$ cat src/rtl/ccff_loader_pkg.sv
// Shared types for the configuration-chain loader: FSM states and error codes.
package ccff_loader_pkg;

  typedef enum logic [2:0] {
    IDLE,
    FLUSH,
    PROBE,
    LOAD,
    DONE,
    FAIL
  } state_e;

  localparam logic [1:0] ERR_NONE    = 2'd0;
  localparam logic [1:0] ERR_STUCK1  = 2'd1;
  localparam logic [1:0] ERR_LEN     = 2'd2;
  localparam logic [1:0] ERR_TIMEOUT = 2'd3;

endpackage

$ cat src/rtl/ccff_chain_loader_if.sv
// Bitstream-source and fabric-chain signals of the loader; master is the loader side.
interface ccff_chain_loader_if #(
  parameter int WORD_W = 32,
  parameter int CNT_W  = 16
) ();

  logic              start;
  logic [WORD_W-1:0] word_data;
  logic              word_valid;
  logic              word_ready;
  logic              ccff_head;
  logic              shift_en;
  logic              ccff_tail;
  logic              busy;
  logic              config_done;
  logic [1:0]        err_code;
  logic [CNT_W-1:0]  chain_len;

  modport master (
    input  start, word_data, word_valid, ccff_tail,
    output word_ready, ccff_head, shift_en, busy, config_done, err_code, chain_len
  );

  modport slave (
    output start, word_data, word_valid, ccff_tail,
    input  word_ready, ccff_head, shift_en, busy, config_done, err_code, chain_len
  );

endinterface

$ cat src/rtl/ccff_word_serializer.sv
// Word-to-bit serializer: accepts a word only when empty and hands out bits LSB first.
module ccff_word_serializer #(
  parameter int WORD_W = 32
) (
  input  logic              clk,
  input  logic              srst,
  input  logic              enable_i,
  input  logic [WORD_W-1:0] word_data_i,
  input  logic              word_valid_i,
  output logic              word_ready_o,
  output logic              bit_o,
  output logic              stall_o
);

  localparam int REM_W = $clog2(WORD_W + 1);

  logic [WORD_W-1:0] sr_q, sr_d;
  logic [REM_W-1:0]  rem_q, rem_d;
  logic              accept;

  always_comb begin
    word_ready_o = enable_i && (rem_q == '0);
    accept       = word_ready_o && word_valid_i;
    stall_o      = word_ready_o && !word_valid_i;
    // bit 0 of a freshly accepted word goes straight out; the rest wait in sr_q
    bit_o        = accept ? word_data_i[0] : sr_q[0];
    sr_d         = sr_q;
    rem_d        = rem_q;
    if (!enable_i) begin
      rem_d = '0;
    end else if (accept) begin
      sr_d  = word_data_i >> 1;
      rem_d = REM_W'(WORD_W - 1);
    end else if (rem_q != '0) begin
      sr_d  = sr_q >> 1;
      rem_d = rem_q - REM_W'(1);
    end
  end

  always_ff @(posedge clk) begin
    if (srst) begin
      sr_q  <= '0;
      rem_q <= '0;
    end else begin
      sr_q  <= sr_d;
      rem_q <= rem_d;
    end
  end

endmodule

$ cat src/rtl/ccff_chain_loader.sv
// Configuration-chain programmer: flush, marker-based length probe, then bitstream load.
module ccff_chain_loader
  import ccff_loader_pkg::*;
#(
  parameter int BS_LGT = 8387,
  parameter int WORD_W = 32,
  parameter int CNT_W  = 16
) (
  input logic                 prog_clk,
  input logic                 pReset,
  ccff_chain_loader_if.master bus
);

  localparam logic [CNT_W-1:0] CNT_BS  = CNT_W'(BS_LGT);
  localparam logic [CNT_W-1:0] CNT_2BS = CNT_W'(2 * BS_LGT);

  state_e           state_q;
  logic [CNT_W-1:0] cnt_q;
  logic [CNT_W-1:0] len_q;
  logic [CNT_W-1:0] probe_len;
  logic [1:0]       err_q;
  logic             head_q, shift_en_q, busy_q, done_q;
  logic             ser_en, ser_ready, ser_bit, ser_stall;

  function automatic logic [CNT_W-1:0] sat_inc(input logic [CNT_W-1:0] v);
    return (&v) ? v : v + CNT_W'(1);
  endfunction

  // tail reflects the shifts completed before this edge, one fewer than issued
  assign probe_len = cnt_q - CNT_W'(1);
  assign ser_en    = (state_q == LOAD) && (cnt_q < CNT_BS);

  ccff_word_serializer #(.WORD_W(WORD_W)) u_ser (
    .clk          (prog_clk),
    .srst         (pReset),
    .enable_i     (ser_en),
    .word_data_i  (bus.word_data),
    .word_valid_i (bus.word_valid),
    .word_ready_o (ser_ready),
    .bit_o        (ser_bit),
    .stall_o      (ser_stall)
  );

  always_ff @(posedge prog_clk) begin
    if (pReset) begin
      state_q    <= IDLE;
      cnt_q      <= '0;
      len_q      <= '0;
      err_q      <= ERR_NONE;
      head_q     <= 1'b0;
      shift_en_q <= 1'b0;
      busy_q     <= 1'b0;
      done_q     <= 1'b0;
    end else begin
      case (state_q)
        IDLE, DONE, FAIL: begin
          if (bus.start) begin
            state_q    <= FLUSH;
            busy_q     <= 1'b1;
            done_q     <= 1'b0;
            err_q      <= ERR_NONE;
            cnt_q      <= '0;
            head_q     <= 1'b0;
            shift_en_q <= 1'b1;
          end
        end
        FLUSH: begin
          if (cnt_q == CNT_BS) begin
            if (bus.ccff_tail) begin
              state_q <= FAIL;
              err_q   <= ERR_STUCK1;
              busy_q  <= 1'b0;
            end else begin
              state_q    <= PROBE;
              head_q     <= 1'b1;
              shift_en_q <= 1'b1;
              cnt_q      <= CNT_W'(1);
            end
          end else begin
            cnt_q <= sat_inc(cnt_q);
            if (cnt_q == CNT_BS - CNT_W'(1)) shift_en_q <= 1'b0;
          end
        end
        PROBE: begin
          head_q <= 1'b0;
          if (bus.ccff_tail) begin
            len_q      <= probe_len;
            shift_en_q <= 1'b0;
            if (probe_len == CNT_BS) begin
              state_q <= LOAD;
              cnt_q   <= '0;
            end else begin
              state_q <= FAIL;
              err_q   <= ERR_LEN;
              busy_q  <= 1'b0;
            end
          end else if (cnt_q >= CNT_2BS) begin
            state_q    <= FAIL;
            err_q      <= ERR_TIMEOUT;
            len_q      <= CNT_2BS;
            shift_en_q <= 1'b0;
            busy_q     <= 1'b0;
          end else begin
            cnt_q <= sat_inc(cnt_q);
          end
        end
        LOAD: begin
          // the last issued bit shifts on this edge; leftover word bits are dropped
          if (cnt_q == CNT_BS) begin
            state_q    <= DONE;
            shift_en_q <= 1'b0;
            done_q     <= 1'b1;
            busy_q     <= 1'b0;
          end else if (ser_stall) begin
            shift_en_q <= 1'b0;
          end else begin
            head_q     <= ser_bit;
            shift_en_q <= 1'b1;
            cnt_q      <= sat_inc(cnt_q);
          end
        end
        default: state_q <= IDLE;
      endcase
    end
  end

  assign bus.word_ready  = ser_ready;
  assign bus.ccff_head   = head_q;
  assign bus.shift_en    = shift_en_q;
  assign bus.busy        = busy_q;
  assign bus.config_done = done_q;
  assign bus.err_code    = err_q;
  assign bus.chain_len   = len_q;

endmodule

$ cat src/flat_wrapper.sv
// flat-port wrapper written by rule: the top's interface ports become plain ports
module ccff_chain_loader_flat import ccff_loader_pkg::*;
#(
  parameter int BS_LGT = 8387,
  parameter int WORD_W = 32,
  parameter int CNT_W  = 16
)
  (prog_clk, pReset, bus_start, bus_word_data, bus_word_valid, bus_ccff_tail, bus_word_ready, bus_ccff_head, bus_shift_en, bus_busy, bus_config_done, bus_err_code, bus_chain_len);
  ccff_chain_loader_if #(.WORD_W(WORD_W), .CNT_W(CNT_W)) bus_i ();
  input logic prog_clk;
  input logic pReset;
  input wire logic [$bits(bus_i.start)-1:0] bus_start;
  input wire logic [$bits(bus_i.word_data)-1:0] bus_word_data;
  input wire logic [$bits(bus_i.word_valid)-1:0] bus_word_valid;
  input wire logic [$bits(bus_i.ccff_tail)-1:0] bus_ccff_tail;
  output wire logic [$bits(bus_i.word_ready)-1:0] bus_word_ready;
  output wire logic [$bits(bus_i.ccff_head)-1:0] bus_ccff_head;
  output wire logic [$bits(bus_i.shift_en)-1:0] bus_shift_en;
  output wire logic [$bits(bus_i.busy)-1:0] bus_busy;
  output wire logic [$bits(bus_i.config_done)-1:0] bus_config_done;
  output wire logic [$bits(bus_i.err_code)-1:0] bus_err_code;
  output wire logic [$bits(bus_i.chain_len)-1:0] bus_chain_len;
  assign bus_i.start = bus_start;
  assign bus_i.word_data = bus_word_data;
  assign bus_i.word_valid = bus_word_valid;
  assign bus_i.ccff_tail = bus_ccff_tail;
  assign bus_word_ready = bus_i.word_ready;
  assign bus_ccff_head = bus_i.ccff_head;
  assign bus_shift_en = bus_i.shift_en;
  assign bus_busy = bus_i.busy;
  assign bus_config_done = bus_i.config_done;
  assign bus_err_code = bus_i.err_code;
  assign bus_chain_len = bus_i.chain_len;
  ccff_chain_loader #(.BS_LGT(BS_LGT), .WORD_W(WORD_W), .CNT_W(CNT_W)) u_core (.prog_clk(prog_clk), .pReset(pReset), .bus(bus_i));
endmodule
$ cat config.mk
export PLATFORM = sky130hd
export DESIGN_NAME = ccff_chain_loader_flat
export DESIGN_NICKNAME = d
export VERILOG_FILES = /design/src/rtl/ccff_loader_pkg.sv /design/src/rtl/ccff_chain_loader_if.sv /design/src/rtl/ccff_word_serializer.sv /design/src/rtl/ccff_chain_loader.sv /design/src/flat_wrapper.sv
export SDC_FILE = /design/constraint.sdc
export NUM_CORES = 1
export LEC_CHECK = 0
export BUFFER_PORTS_ARGS = -buffer_cell sky130_fd_sc_hd__buf_2
export CAP_MARGIN = 20
export CORE_ASPECT_RATIO = 2
export CORE_MARGIN = 2
export CORE_UTILIZATION = 50
export DETAILED_ROUTE_END_ITERATION = 12
export GPL_TIMING_DRIVEN = 0
export PLACE_DENSITY = 0.71
export SLEW_MARGIN = 10
export SYNTH_ARGS = -nofsm -noshare
export SYNTH_HDL_FRONTEND = slang
export SYNTH_HIERARCHICAL = 1
export SYNTH_SLANG_ARGS = --single-unit
$ cat constraint.sdc
create_clock -name prog_clk -period 3.5 [get_ports prog_clk]
set_clock_uncertainty 0.05 [all_clocks]
set_input_delay 1.05 -clock prog_clk [delete_from_list [all_inputs] [get_ports prog_clk]]
set_output_delay 1.05 -clock prog_clk [all_outputs]
set_load 0.01 [all_outputs]
Yosys cells after proc, flatten, opt, wreduce, memory -nomap -nowiden
Index checks and enable logic that the tools add are counted.
{"block": "op_classes", "magnitude_cmp": 2, "bitwise_logic": 1, "n_reduce_logical": 26, "n_eq_ne": 21, "n_addsub": 3, "muxes": 54}
{"operator": "$mux W16", "n": 11}
{"operator": "$mux W32", "n": 2}
{"operator": "$pmux W16 S4", "n": 1}
{"operator": "$eq A16 B14 Y1 const B", "n": 3}
{"operator": "$mux W3", "n": 7}
{"operator": "$mux W1", "n": 19}
{"operator": "$add A16 B1 Y16 const B", "n": 1}
{"operator": "$ge A16 B15 Y1 const B", "n": 1}
{"operator": "$lt A16 B14 Y1 const B", "n": 1}
{"operator": "$reduce_and A16 Y1", "n": 1}
{"operator": "$sub A16 B1 Y16 const B", "n": 1}
{"operator": "$reduce_and A7 Y1", "n": 2}
{"operator": "$mux W2", "n": 6}
{"operator": "$ne A2 B2 Y1 const B", "n": 6}
{"operator": "$pmux W1 S4", "n": 3}
{"operator": "$pmux W3 S4", "n": 1}
{"operator": "$reduce_and A6 Y1", "n": 2}
{"operator": "$mux W5", "n": 2}
{"operator": "$ne A3 B3 Y1 const B", "n": 3}
{"operator": "$eq A3 B2 Y1 const B", "n": 2}
{"operator": "$eq A3 B3 Y1 const B", "n": 2}
{"operator": "$logic_not A6 Y1", "n": 1}
{"operator": "$ne A3 B2 Y1 const B", "n": 2}
{"operator": "$pmux W2 S3", "n": 1}
{"operator": "other kinds (19)", "n": 26}
{"block": "word_totals", "output_inout_bits": 23, "reg_bits": 79}

Depth between registers and ports, before layout
{"block": "depth", "depth_word": 8, "ltp_mapped": 16, "mapped_depth_nobuf": 14}

Hierarchy
The synthesis kept the hierarchy.
{"mod": "ccff_chain_loader", "seq_area_each_um2": 820.8, "area_each_um2": 2934.1, "cells_each": 360, "n_inst": 1}
{"mod": "ccff_word_serializer", "seq_area_each_um2": 740.7, "area_each_um2": 2028.2, "cells_each": 217, "n_inst": 1}

Least setup slack after synthesis
OpenSTA, ideal clock, no wires.
{"block": "synth_timing", "path_type": "register to register", "from": "register u_core.cnt_q[3]", "to": "register u_core.cnt_q[1]", "setup_time_ps": 95, "path_stages_with_launch": 16, "t_required_ps": 3355, "path_buffers": 3, "slack_ps": 418, "period_less_slack_ps": 3082, "arrival_ps": 2936, "path_cell_list": "dfxtp_1 > buf_2 > nor4_2 > a21oi_1 > nand3b_1 > a21oi_1 > inv_1 > buf_2 > nor3_1 > nand3_1 > o211ai_1 > a21o_1 > nor2_1 > a21boi_4 > buf_6 > a221oi_1"}
{"block": "synth_via", "elab_chain_len": 6, "word_cells_on_any_way": 22, "cone_classes": "1 x add/sub; 2 x order compare; 7 x eq/ne; 7 x mux; 5 x reduce/logical"}
{"item": "start: declaration", "line_no": "ccff_chain_loader.sv:18", "rtl": "logic [CNT_W-1:0] cnt_q;"}
{"item": "start signal: assignment", "line_no": "ccff_chain_loader.sv:80", "rtl": "cnt_q <= sat_inc(cnt_q);"}
{"item": "start signal: assignment", "line_no": "ccff_chain_loader.sv:104", "rtl": "cnt_q <= sat_inc(cnt_q);"}
{"item": "start signal: assignment", "line_no": "ccff_chain_loader.sv:119", "rtl": "cnt_q <= sat_inc(cnt_q);"}
{"item": "$lt A16 B14 Y1", "line_no": "ccff_chain_loader.sv:31", "rtl": "assign ser_en = (state_q == LOAD) && (cnt_q < CNT_BS);"}
{"item": "$logic_and A1 B1 Y1", "line_no": "ccff_chain_loader.sv:31"}
{"item": "named net u_core.ser_en", "line_no": "ccff_chain_loader.sv:23", "rtl": "logic ser_en, ser_ready, ser_bit, ser_stall;"}
{"item": "$logic_and A1 B1 Y1", "line_no": "ccff_word_serializer.sv:22", "rtl": "word_ready_o = enable_i && (rem_q == '0);"}
{"item": "$logic_and A1 B1 Y1", "line_no": "ccff_word_serializer.sv:24", "rtl": "stall_o = word_ready_o && !word_valid_i;"}
{"item": "named net u_core.ser_stall", "line_no": "ccff_chain_loader.sv:23"}
{"item": "$ne A2 B2 Y1 (no line)"}
{"item": "$reduce_and A7 Y1 (no line)"}
The timed path passes the listed nets, and every way through them passes these cells. The select of a mux whose other input is x is not followed.
A chain may end at the register's enable or synchronous reset.

Final worst setup path
{"block": "layout_timing", "from": "register u_core.cnt_q[4]", "to": "output bus_word_ready"}
{"block": "layout_via", "elab_chain_len": 3}
{"item": "$lt A16 B14 Y1", "line_no": "ccff_chain_loader.sv:31"}
{"item": "$logic_and A1 B1 Y1", "line_no": "ccff_chain_loader.sv:31"}
{"item": "named net u_core.ser_en", "line_no": "ccff_chain_loader.sv:23"}
{"item": "$logic_and A1 B1 Y1", "line_no": "ccff_word_serializer.sv:22"}
{"item": "end: declaration", "line_no": "flat_wrapper.sv:16", "rtl": "output wire logic [$bits(bus_i.word_ready)-1:0] bus_word_ready;"}
The timed path passes the listed nets, and every way through them passes these cells.

==> reports/metrics.cfg <==
[outcome]
outcome = finished clean

[route]
vias_per_cell = 6.15
vias = 4833
drc = 0
drt_iter0_markers = 404
drt-total-wl_um = 14500
wl_per_cell_um = 18.4
postRouteAntennaNets = 0
dr.pass1.iters = 5

[yosys]
synth-seq-cells = 78
yosys_most_used_dff = dfxtp_1
yosysWarnings = 6
synth_edf_count = 0
netlist-cell-type-count = 82
syn_nets = 619
syn_area_um2 = 4960
synth_seq_area_share = 0.315
async_flop_share = 0
syn_avg_cell_area_um2 = 8.60
syn_inst = 577

[timing]
fin_ws_ns = 0.135
finalSetupViolations = 0
fin_crit_ns = 3.37
timing.fmax_mhz = 297
hold_violations = 0
rsz0062_at_grt = no
relSlewSlack = 0.428
drv_slew = 0
tightest_slew_ns = 0.857
fin_crit_sh = 0.961

[clocking]
clock_path_buffers = 2
clock_latency_ns = 0.34
h-tree-depth = 3
path_clk_slew_ns = 0.06
cts.sink_count = 78
root_buffer = clkbuf_16
tritoncts = done
ctsHoldBuffers = 0
numCtsBuffers = 9

[finish]
fillCellCount = 901
area_delta_synth_final_pct = 16.1
fin_cells = 786
regArea_um2 = 1560
multiInputGateArea_um2 = 2850
final_common_cell = dfxtp_1
drive_gt1_frac = 0.252
nets = 691
antenna_cells = 0
mostFrequentLayoutCells = dfxtp_1, buf_2, inv_1

[placed_design]
gp_congestion = 0.959
dp_slack_ns = -0.367
dpl.hpwl_um = 11200
place_inst = 768
numPortBuffers = 59

[worst_setup_path]
reg2reg_from = u_core/cnt_q[7]
crit_chain = buf_2 -> nor4_4 -> a21oi_1 -> nand3b_1 -> a21oi_4 -> inv_1 -> buf_2 -> nor2_1 -> buf_2
crit_arrival_ns = 2.27
cp_slowest_stage_delay_ns = 0.34
crit_required_ns = 2.40
crit_start = u_core/cnt_q[4]
cp_common_cell = buf_2
critPathLaunchType = flop
cp_max_fo = 10
crit_type = reg -> out
end_kind = output pin
cp_slowest_cell = nor4_4
crit_buf_inv = 4
path_delay_family = buffers and inverters

[die]
die_h_um = 145
initial_core_util = 0.512
dieWidth_um = 74.4
dieArea_um2 = 10800
fp-row-count = 51
core-area_um2 = 9700
io_pins = 60

[power_and_ir_drop]
ir_drop_mv = 0.371
powerDensity_nw_per_um2 = 449
p_leak_uw = 0.00212

[global_routing]
grt_first_pass_wirelength_um = 22600
grt-ovfl-total = 0
antenna_found_initial = 0
grt_max_degree = 16
grt_pass1_vias = 4729
grt_usage = 0.276

[run]
maxCapViolCount = 0

[hold_path]
hp-class = reg -> reg
min_from = u_core/bus.chain_len[10]

[metrics by stage]
stage,power (uW),util,hold WS (ns),cell area (um2),setup TNS (ns)
detailed placement,1700,0.559,0.407,5420,-3.74
CTS,2590,0.592,0.415,5740,0
global route,2710,0.594,0.429,5760,0
finish,2590,0.594,0.417,5760,0
floorplan,1500,-,0.399,4960,0
global placement,1690,0.559,0.394,5420,-3.32
[where the power goes]
group          switching (uW)  internal (uW)
combinational             435            277
clock                     400            487
sequential               41.4            947
[cells in the mapped netlist, types with 7 or more instances]
cell	count	share of area
buf_6	11	0.025
a21oi_1	29	0.029
nor3_1	44	0.044
dfxtp_1	78	0.31
a31oi_1	7	0.0088
a22oi_1	10	0.015
o21ai_0	19	0.019
nor2b_1	8	0.010
clkbuf_1	17	0.013
clkbuf_8	8	0.022
inv_1	44	0.033
nand3_1	11	0.011
a211oi_1	41	0.062
a2111oi_0	10	0.018
a2111oi_2	20	0.061
xnor2_1	11	0.019
nand2_1	30	0.023
buf_2	13	0.013
nor2_1	41	0.031
[final cells by class]
cell class | instances | area share
well taps | 132 | 0.0287
repair buffers | 61 | 0.0539
multi-input cells | 400 | 0.495
clock inverters | 7 | 0.00999
flip-flops and latches | 78 | 0.272
inverters | 45 | 0.0293
plain buffers | 54 | 0.0728
clock buffers | 9 | 0.0391
[worst register-to-register path, cell delays in order (launching register included)]
cell	delay [ns]
dfxtp_2	0.42
clkbuf_8	0.21
nand2_1	0.18
a21oi_1	0.15
nand3b_1	0.17
a21oi_4	0.07
inv_1	0.18
buf_2	0.26
nor3_2	0.10
nand3_1	0.09
o211ai_1	0.14
a21o_1	0.23
nor3_4	0.35
nand2_2	0.08
or4b_1	0.47
a21oi_1	0.14
[logic make-up (layout without fill, tap and decap cells)]
logic type / count (synthesis) / after routing / synth area share
AOI/OAI and AO/OA: 182 / 182 / 0.297
xor gates and xnor gates: 15 / 15 / 0.0265
adders and majority gates: 5 / 5 / 0.0126
buffers and inverters: 99 / 176 / 0.118
DFF: 78 / 78 / 0.315
muxes: 3 / 3 / 0.00630
and+or+nand+nor: 195 / 195 / 0.224
[state kept, by name, summed over array words and instances, names as in the netlist]
name                    flops
u_core/bus.busy             1
u_core/state_q              3
u_core/bus.shift_en         1
u_core/bus.config_done      1
u_core/cnt_q               16
u_core/bus.ccff_head        1
u_core/u_ser/sr_q          31
u_core/u_ser/rem_q          6
u_core/bus.err_code         2
u_core/bus.chain_len       16
[path summary, 6_finish.rpt]
check                              to  slack, ns  cells after the start
min          u_core/bus.chain_len[10]       0.42                      2
max reg2reg           u_core/cnt_q[9]       0.17                     15
min reg2reg  u_core/bus.chain_len[10]       0.42                      2
max                    bus_word_ready       0.13                      9
[metal layers]
layer / part of all wire / up-vias / track usage
met3: 0.037 / 59 / 0.0554
met5: 0 / - / 0
met2: 0.55 / 164 / 0.521
met1: 0.34 / 2314 / 0.241
li1: - / 2296 / -
met4: 0.075 / 0 / 0.209
[repair_timing]
action,CTS,global route
gates resized for setup,5,5
buffers inserted,1,1
pin swaps,2,1
setup endpoints to repair,17,5
No activity file was read; power rests on OpenSTA's default activity.
